$ cat config.mk
export PLATFORM = sky130hd
export DESIGN_NAME = encode12
export DESIGN_NICKNAME = d
export VERILOG_FILES = /design/src/rtl/encode12.sv
export SDC_FILE = /design/constraint.sdc
export NUM_CORES = 1
export LEC_CHECK = 0
export BUFFER_PORTS_ARGS = -buffer_cell sky130_fd_sc_hd__buf_2
export CORE_ASPECT_RATIO = 0.5
export CORE_UTILIZATION = 35
export CTS_BUF_LIST = sky130_fd_sc_hd__clkbuf_2 sky130_fd_sc_hd__clkbuf_4 sky130_fd_sc_hd__clkbuf_8
export CTS_CLUSTER_SIZE = 20
export DETAILED_ROUTE_END_ITERATION = 16
export MAX_ROUTING_LAYER = met4
export PLACE_DENSITY_LB_ADDON = 0.3
export SYNTH_ARGS = -nofsm -noshare
export SYNTH_HDL_FRONTEND = slang
export SYNTH_SLANG_ARGS = --single-unit
$ cat constraint.sdc
create_clock -name clk -period 12.8 [get_ports clk]
set_input_delay 1.28 -clock clk [delete_from_list [all_inputs] [get_ports clk]]
set_output_delay 1.28 -clock clk [all_outputs]
set_load 0.005 [all_outputs]
$ cat src/rtl/encode12.sv
// encode12 - Kyber 12-bit coefficient byte packer.
//
// Accepts pairs of coefficients (each < 2q), applies a final conditional
// subtraction of q, queues {last, k, idx, r1, r0} in a small pair FIFO and
// streams each pair out as three bytes with their byte address.
//
// Ports
//   clk, reset   : rising-edge clock, synchronous active-high reset
//   set          : clock enable for every register
//   readin       : pair write strobe (accepted when set & readin_ok)
//   din_1/din_2  : even/odd coefficient, bits [12:0] used
//   in_index     : pair index within polynomial (0..127)
//   in_k         : polynomial index within vector (0..3)
//   full_in      : tags the written pair as the last of the transfer
//   readout      : byte consumed when set & output_ok
//   dout         : current byte (0 when idle)
//   out_index    : byte address of dout (0 when idle)
//   output_ok    : FIFO non-empty
//   readin_ok    : FIFO has room
//   done         : one-cycle pulse after the last byte of a tagged pair

module encode12_csub #(
  parameter int KQ = 3329
) (
  input  logic [12:0] i_din,
  output logic [11:0] o_r
);
  assign o_r = (i_din >= 13'(KQ)) ? 12'(i_din - 13'(KQ)) : i_din[11:0];
endmodule

module encode12 #(
  parameter int DEPTH = 4,
  parameter int KQ    = 3329
) (
  input  logic        clk,
  input  logic        reset,
  input  logic        set,
  input  logic        readin,
  input  logic [15:0] din_1,
  input  logic [15:0] din_2,
  input  logic [7:0]  in_index,
  input  logic [1:0]  in_k,
  input  logic        full_in,
  input  logic        readout,
  output logic [7:0]  dout,
  output logic [15:0] out_index,
  output logic        output_ok,
  output logic        readin_ok,
  output logic        done
);
  localparam int AW = (DEPTH > 1) ? $clog2(DEPTH) : 1;
  localparam logic [AW:0] CNT_FULL = (AW+1)'(DEPTH);

  typedef struct packed {
    logic        last;
    logic [1:0]  k;
    logic [7:0]  idx;
    logic [11:0] r1;
    logic [11:0] r0;
  } ent_t;

  typedef enum logic [1:0] {BYTE0 = 2'd0, BYTE1 = 2'd1, BYTE2 = 2'd2} bcnt_t;

  logic [1:0][12:0] w_din;
  logic [1:0][11:0] w_r;
  logic             w_unused;

  ent_t             r_mem [DEPTH];
  logic [AW-1:0]    r_wptr, r_rptr;
  logic [AW:0]      r_cnt;
  bcnt_t            r_bcnt;
  logic             r_done;

  ent_t             w_head;
  logic             w_vld, w_rdy, w_wr, w_rd, w_pop;
  logic [7:0]       w_byte;

  assign w_din[0] = din_1[12:0];
  assign w_din[1] = din_2[12:0];
  assign w_unused = &{1'b0, din_1[15:13], din_2[15:13]};

  generate
    for (genvar g = 0; g < 2; g++) begin : g_csub
      encode12_csub #(.KQ(KQ)) u_csub (.i_din(w_din[g]), .o_r(w_r[g]));
    end
  endgenerate

  assign w_head = r_mem[r_rptr];
  assign w_vld  = (r_cnt != '0);
  assign w_rdy  = (r_cnt < CNT_FULL);
  assign w_wr   = set & readin & w_rdy;
  assign w_rd   = set & readout & w_vld;
  assign w_pop  = w_rd & (r_bcnt == BYTE2);

  // Storage needs no reset: validity is tracked by r_cnt alone.
  always_ff @(posedge clk) begin
    if (w_wr) r_mem[r_wptr] <= {full_in, in_k, in_index, w_r[1], w_r[0]};
  end

  // Pointers wrap for free because DEPTH is a power of two.
  always_ff @(posedge clk) begin
    if (reset) begin
      r_wptr <= '0;
      r_rptr <= '0;
      r_cnt  <= '0;
      r_bcnt <= BYTE0;
      r_done <= 1'b0;
    end else if (set) begin
      if (w_wr)  r_wptr <= r_wptr + 1'b1;
      if (w_pop) r_rptr <= r_rptr + 1'b1;
      case ({w_wr, w_pop})
        2'b10:   r_cnt <= r_cnt + 1'b1;
        2'b01:   r_cnt <= r_cnt - 1'b1;
        default: r_cnt <= r_cnt;
      endcase
      if (w_rd) r_bcnt <= (r_bcnt == BYTE2) ? BYTE0 : bcnt_t'(r_bcnt + 2'd1);
      r_done <= w_pop & w_head.last;
    end
  end

  always_comb begin
    w_byte = '0;
    if (w_vld) begin
      case (r_bcnt)
        BYTE0:   w_byte = w_head.r0[7:0];
        BYTE1:   w_byte = {w_head.r1[3:0], w_head.r0[11:8]};
        default: w_byte = w_head.r1[11:4];
      endcase
    end
  end

  assign dout      = w_byte;
  assign out_index = w_vld ? (16'(w_head.k) * 16'd384 + 16'(w_head.idx) * 16'd3 + 16'(r_bcnt))
                           : 16'd0;
  assign output_ok = w_vld;
  assign readin_ok = w_rdy;
  assign done      = r_done;

endmodule

# Word level (Yosys, flattened, before mapping)
# Memory sizes are Yosys's and may differ from the RTL's. A register that Yosys moved wholly into a read port is not among the register bits.
# Cells that the tools add are included.
[word_totals] wordCells=48 mem_bits_rw=140 memories=1 ff_bits=10 input_bits=48 output_inout_bits=27
[op_classes] mux=11 n_eq_ne=4 n_reduce_logical=7 magnitude_cmp=3 bitwise=6 multipliers=2 add_sub_neg=9
[memory_table] name="r_mem" words=4 word_bits=35 rd=1 rd_clocked_by_memory_dff=1 wr=1 line="68" source="ent_t r_mem [DEPTH];"
[ops] op="13-bit by 12-bit >= comparator with 1-bit output, second input constant" n=2
[ops] op="12-bit 2-to-1 mux" n=2
[ops] op="12-bit subtractor, second input constant" n=2
[ops] op="8-bit one-hot mux with 2 select lines" n=1
[ops] op="12-bit by 2-bit adder with 13-bit output" n=1
[ops] op="13-bit 2-to-1 mux" n=1
[ops] op="11-bit by 10-bit adder with 12-bit output" n=1
[ops] op="8-bit by 2-bit multiplier with 10-bit output, second input constant" n=1
[ops] op="8-bit 2-to-1 mux" n=1
[ops] op="2-bit AND reduction" n=4
[ops] op="2-bit by 1-bit adder with 2-bit output, second input constant" n=3
[ops] op="1-bit AND" n=6
[ops] op="2-bit 2-to-1 mux" n=3
[ops] op="3-bit one-hot mux with 2 select lines" n=1
[ops] op="2-bit by 1-bit == test with 1-bit output, second input constant" n=2
[ops] op="2-bit == test, second input constant" n=2
[ops] op="2-bit by 2-bit multiplier with 4-bit output, second input constant" n=1
[ops] op="3-bit by 1-bit adder with 3-bit output, second input constant" n=1
[ops] op="3-bit less-than comparator, second input constant" n=1
[ops] op="3-bit nonzero test" n=1
[ops] op="3-bit by 1-bit subtractor with 3-bit output, second input constant" n=1
[ops] op="2-bit zero test" n=1
[ops] op="1-bit 2-to-1 mux" n=2
[ops] op="2-bit nonzero test" n=1

# Depth between registers and ports, before layout
[logic_depth] word_depth=6 mapped_depth=13 mapped_depth_nobuf=10

# Cells and area by module
# From an unflattened synthesis, not the netlist that was laid out.
[hier_totals] cells_unflattened=461 hier_area_um2=7273.2
[by_module_without_submodules] module="encode12" area_per_inst_um2=6557.5 seq_area_each_um2=4444.3 cells_each=369 n_inst=1
[by_module_without_submodules] module="encode12_csub" area_per_inst_um2=357.8 seq_area_each_um2=0.0 cells_each=46 n_inst=2

# Least setup slack after synthesis
# OpenSTA, ideal clock, no wires.
[synth_timing] path_type="register -> output" start="register (tool-made name)" end="output out_index[9]" path_buffers=3 arrival_time_ns=3.725 slack_ns=7.795 required_ns=11.520 stages_incl_launch_ff=13 path_cell_list="dfxtp_1 buf_2 buf_4 buf_2 mux4_2 fa_1 ha_1 fa_1 a211oi_1 o21bai_1 or3_1 a311oi_1 nor3_1"
[synth_lines] item="end, declared" line="46" source="output logic [15:0] out_index,"

==> metrics.log <==
[metrics] status: complete, no violations
[metrics] vias after detailed routing: 3972
[metrics] fin. max-slew vios: 0
[metrics] antenna violations before repair: 0
[metrics] drc violations: 0
[metrics] area taken by multi-input logic gates: 2500 um^2
[metrics] fin nets: 616
[metrics] antenna cells: 0
[metrics] Avg Inst Size Synth: 15.3 um^2
[metrics] sequential cell area: 4450 um^2
[metrics] Slew HR: 36.7%
[metrics] EDFF count, synth: 140
[metrics] top cell type by total area after synthesis: edfxtp_1
[metrics] count of final setup violators: 0
[metrics] number of global-route vias before repair: 4044
[metrics] number of sinks handled by clock tree synthesis: 152
[metrics] post-synthesis cell area: 7100 um^2
[metrics] Final period util: 42.7%
[metrics] most frequent cells in the layout: edfxtp_1 (140), buf_2 (64), nor2_1 (45), mux4_2 (35), ha_1 (27)
[metrics] placement row count: 36
[metrics] Hold Fails Final Rpt: 0
[metrics] worst path arrival time: 4.19 ns
[metrics] primary flip-flop cell chosen by synthesis mapping: edfxtp_1
[metrics] IR Drop Worst-Case VDD: 0.0816 mV
[metrics] chain of cells forming the critical path: buf_4, mux4_2, ha_1, fa_1, a211oi_1, o21bai_1, or3_1, a311oi_1, nor3_1, buf_2
[metrics] placed insts: 784
[metrics] number of cells in the finished layout apart from fillers: 816
[metrics] Hold/Removal Path Class: register to register
[metrics] Final Instance Area: 8120 um^2
[metrics] element type at the critical path start: register
[metrics] setup skew after layout: 0.00857 ns
[metrics] Die H: 103 um
[metrics] instance count of the mapped netlist: 463
[metrics] clk slew on worst S/H paths: 0.09 ns
[metrics] CTS max path bufs: 2
[metrics] slew of the pin with the lowest slew margin: 0.938 ns
[metrics] Critical Path Max Stage Delay: 0.62 ns
[metrics] growth of design area from synthesis to finish: 14.4%
[metrics] starting density of the core: 36.1%
[metrics] post-route setup slack: 7.33 ns
[metrics] type of the worst setup path: register to primary output
[metrics] required time of the critical path: 11.52 ns
[metrics] ratio of total power to cell area: 125 nW/um^2
[metrics] final RePlAce weighted congestion: 0.809
[metrics] ratio of cells with drive above 1 in the final layout: 27.3%
[metrics] number of violations of the max-capacitance limit: 0
[metrics] I/O pins: 75
[metrics] TritonCTS clock tree: built
[metrics] vias per std cell: 4.87
[metrics] fillers: 1851
[metrics] leading post-synthesis cells by cell area: edfxtp_1 (59%), mux4_2 (11%), ha_1 (4.8%)
[metrics] Critical Path End Type: primary output
[metrics] most common cell after layout, fill and taps aside: edfxtp_1
[metrics] clock root buffer: clkbuf_8
[metrics] total leakage power: 2.79 nW
[metrics] number of design-rule violations left by the first detailed-router iteration: 242
[metrics] Placement Cell Area: 7720 um^2
[metrics] Max H-tree Level: 4
[metrics] area fraction of the dominant cell type after synthesis: 59.2%
[metrics] total wirelength of the detailed-routed design: 13600 um
[metrics] minimum clock period: 5.47 ns
[metrics] Routed wire per std cell: 16.6 um
[metrics] wire length of the first global-routing pass: 21400 um
[metrics] global routing usage summed across all routing layers: 14.1%
[metrics] CTS Hold Bufs: 0
[metrics] post-route setup TNS: 0 ns
[metrics] Max Clk Rate: 0.183 GHz
[metrics] fraction of registers with async set/reset: 0%
[metrics] largest net degree at the start of global routing: 36
[metrics] length of the first detailed-routing pass in iterations: 4
[metrics] Detail Route met3 WL: 371 um
[metrics] number of library cell types mapped by synthesis: 55
[metrics] Yosys warnings: 0
[metrics] Post-Place Setup Slack: 7.80 ns
[metrics] Crit-path slowest cell: mux4_2
[metrics] half-perimeter wire length of the detailed placement result: 9130 um
[metrics] sequential fraction of the synthesis area: 62.6%
[metrics] IO Port Bufs: 64
[metrics] post-CTS setup buffer count: 0
[metrics] top layer reached by signal wires: met4
[metrics] die area: 20900 um^2
[metrics] register bit count reported by yosys: 152
[metrics] top fanout value on the critical path: 33
[metrics] post-detailed-route count of antenna-violating nets: 0
[metrics] post_cts resized: 0
[metrics] Detail Route met2 WL: 6480 um
[metrics] number of buffers created by CTS: 17
[metrics] total routed wire length on the met1 layer: 6540 um
[metrics] die width: 203 um
[metrics] Overall Power: 0.00102 W
[metrics] CORE AREA: 19600 um^2
[metrics] setup repair after global routing missed its margin: false
[metrics] final global-route overflow total: 0
[metrics] clock latency of the later-clocked register in the worst-skew pair: 0.43 ns
==> Yosys cell counts (2+ instances only) <==
cell      count
edfxtp_1    140
nor2_1       45
mux4_2       35
ha_1         27
a21oi_1      23
xnor2_1      23
inv_1        20
nand2_1      15
dfxtp_1      12
mux2i_1      10
clkbuf_1      9
a31oi_1       6
nand3_1       6
nor2b_1       6
nor3_1        6
o21ai_0       6
and2_1        5
buf_4         5
a211oi_1      4
buf_2         4
fa_1          4
xor2_1        4
a21o_1        3
nand3b_1      3
and3_1        2
nand2b_1      2
nand4_1       2
nor3b_1       2
nor4_1        2
o211ai_1      2
o21ai_1       2
o21bai_1      2
o31ai_1       2
or3_1         2
or4_4         2
==> state kept, by name (all words and copies together), names as in the netlist, named ones only <==
register	cells
r_cnt	3
r_rptr	2
r_mem	140
r_bcnt	2
done	1
r_wptr	2
==> worst max-delay path, delay by kind of cell, from the launching register on <==
kind	cells	cell delay (ns)
DFF	1	0.37
AOI/OAI and AO/OA	3	0.78
buffers and inverters	2	0.71
and+or+nand+nor	2	0.40
adders and majority gates	2	0.85
muxes	1	0.62
==> cells by family after synthesis <==
| logic type | count (synthesis) | synth area share [%] |
|---|---|---|
| AOI/OAI and AO/OA | 62 | 5.68 |
| xor gates and xnor gates | 27 | 3.33 |
| adders and majority gates | 31 | 5.89 |
| buffers and inverters | 39 | 2.40 |
| DFF | 152 | 62.6 |
| muxes | 46 | 12.7 |
| other | 1 | 0.0528 |
| and+or+nand+nor | 105 | 7.35 |
==> worst paths after layout <==
check,from,to,slack (ns),depth (start not counted)
hold reg to reg,r_rptr[1],register,0.54,2
hold / removal,r_rptr[1],register,0.54,2
setup reg to reg,r_bcnt[1],r_cnt[2],10.15,8
setup / recovery,register,out_index[9],7.33,10
==> metal layers <==
metal  global-route usage (%)  vias to the layer above
li1                         -                     1919
met1                     17.8                     1980
met2                     23.0                       61
met3                     2.75                       12
met4                     4.63                        0
met5                        -                        -
==> cell type report <==
class                           count  area share (%)
Sequential cell                   152            54.7
Multi-Input combinational cell    275            30.8
Timing Repair Buffer               71            4.59
Tap cell                          266            4.10
Clock buffer                       19            3.07
Clock inverter                     13            1.82
Inverter                           20           0.924
==> where the power goes <==
group / leakage (nW) / switching [W] / total, W / internal, W
registers: 1.37 / 0.00000393 / 0.000561 / 0.000557
logic: 1.22 / 0.0000548 / 0.0000930 / 0.0000382
clock network: 0.192 / 0.000183 / 0.000362 / 0.000180
==> metrics by stage <==
| stage | hold slack, ns | util [%] |
|---|---|---|
| floorplan | 0.485 | - |
| global placement | 0.510 | 39.3 |
| detailed placement | 0.526 | 39.3 |
| CTS | 0.546 | 41.4 |
| global route | 0.598 | 41.4 |
| finish | 0.544 | 41.4 |
Power figures use the tool's default switching activity.
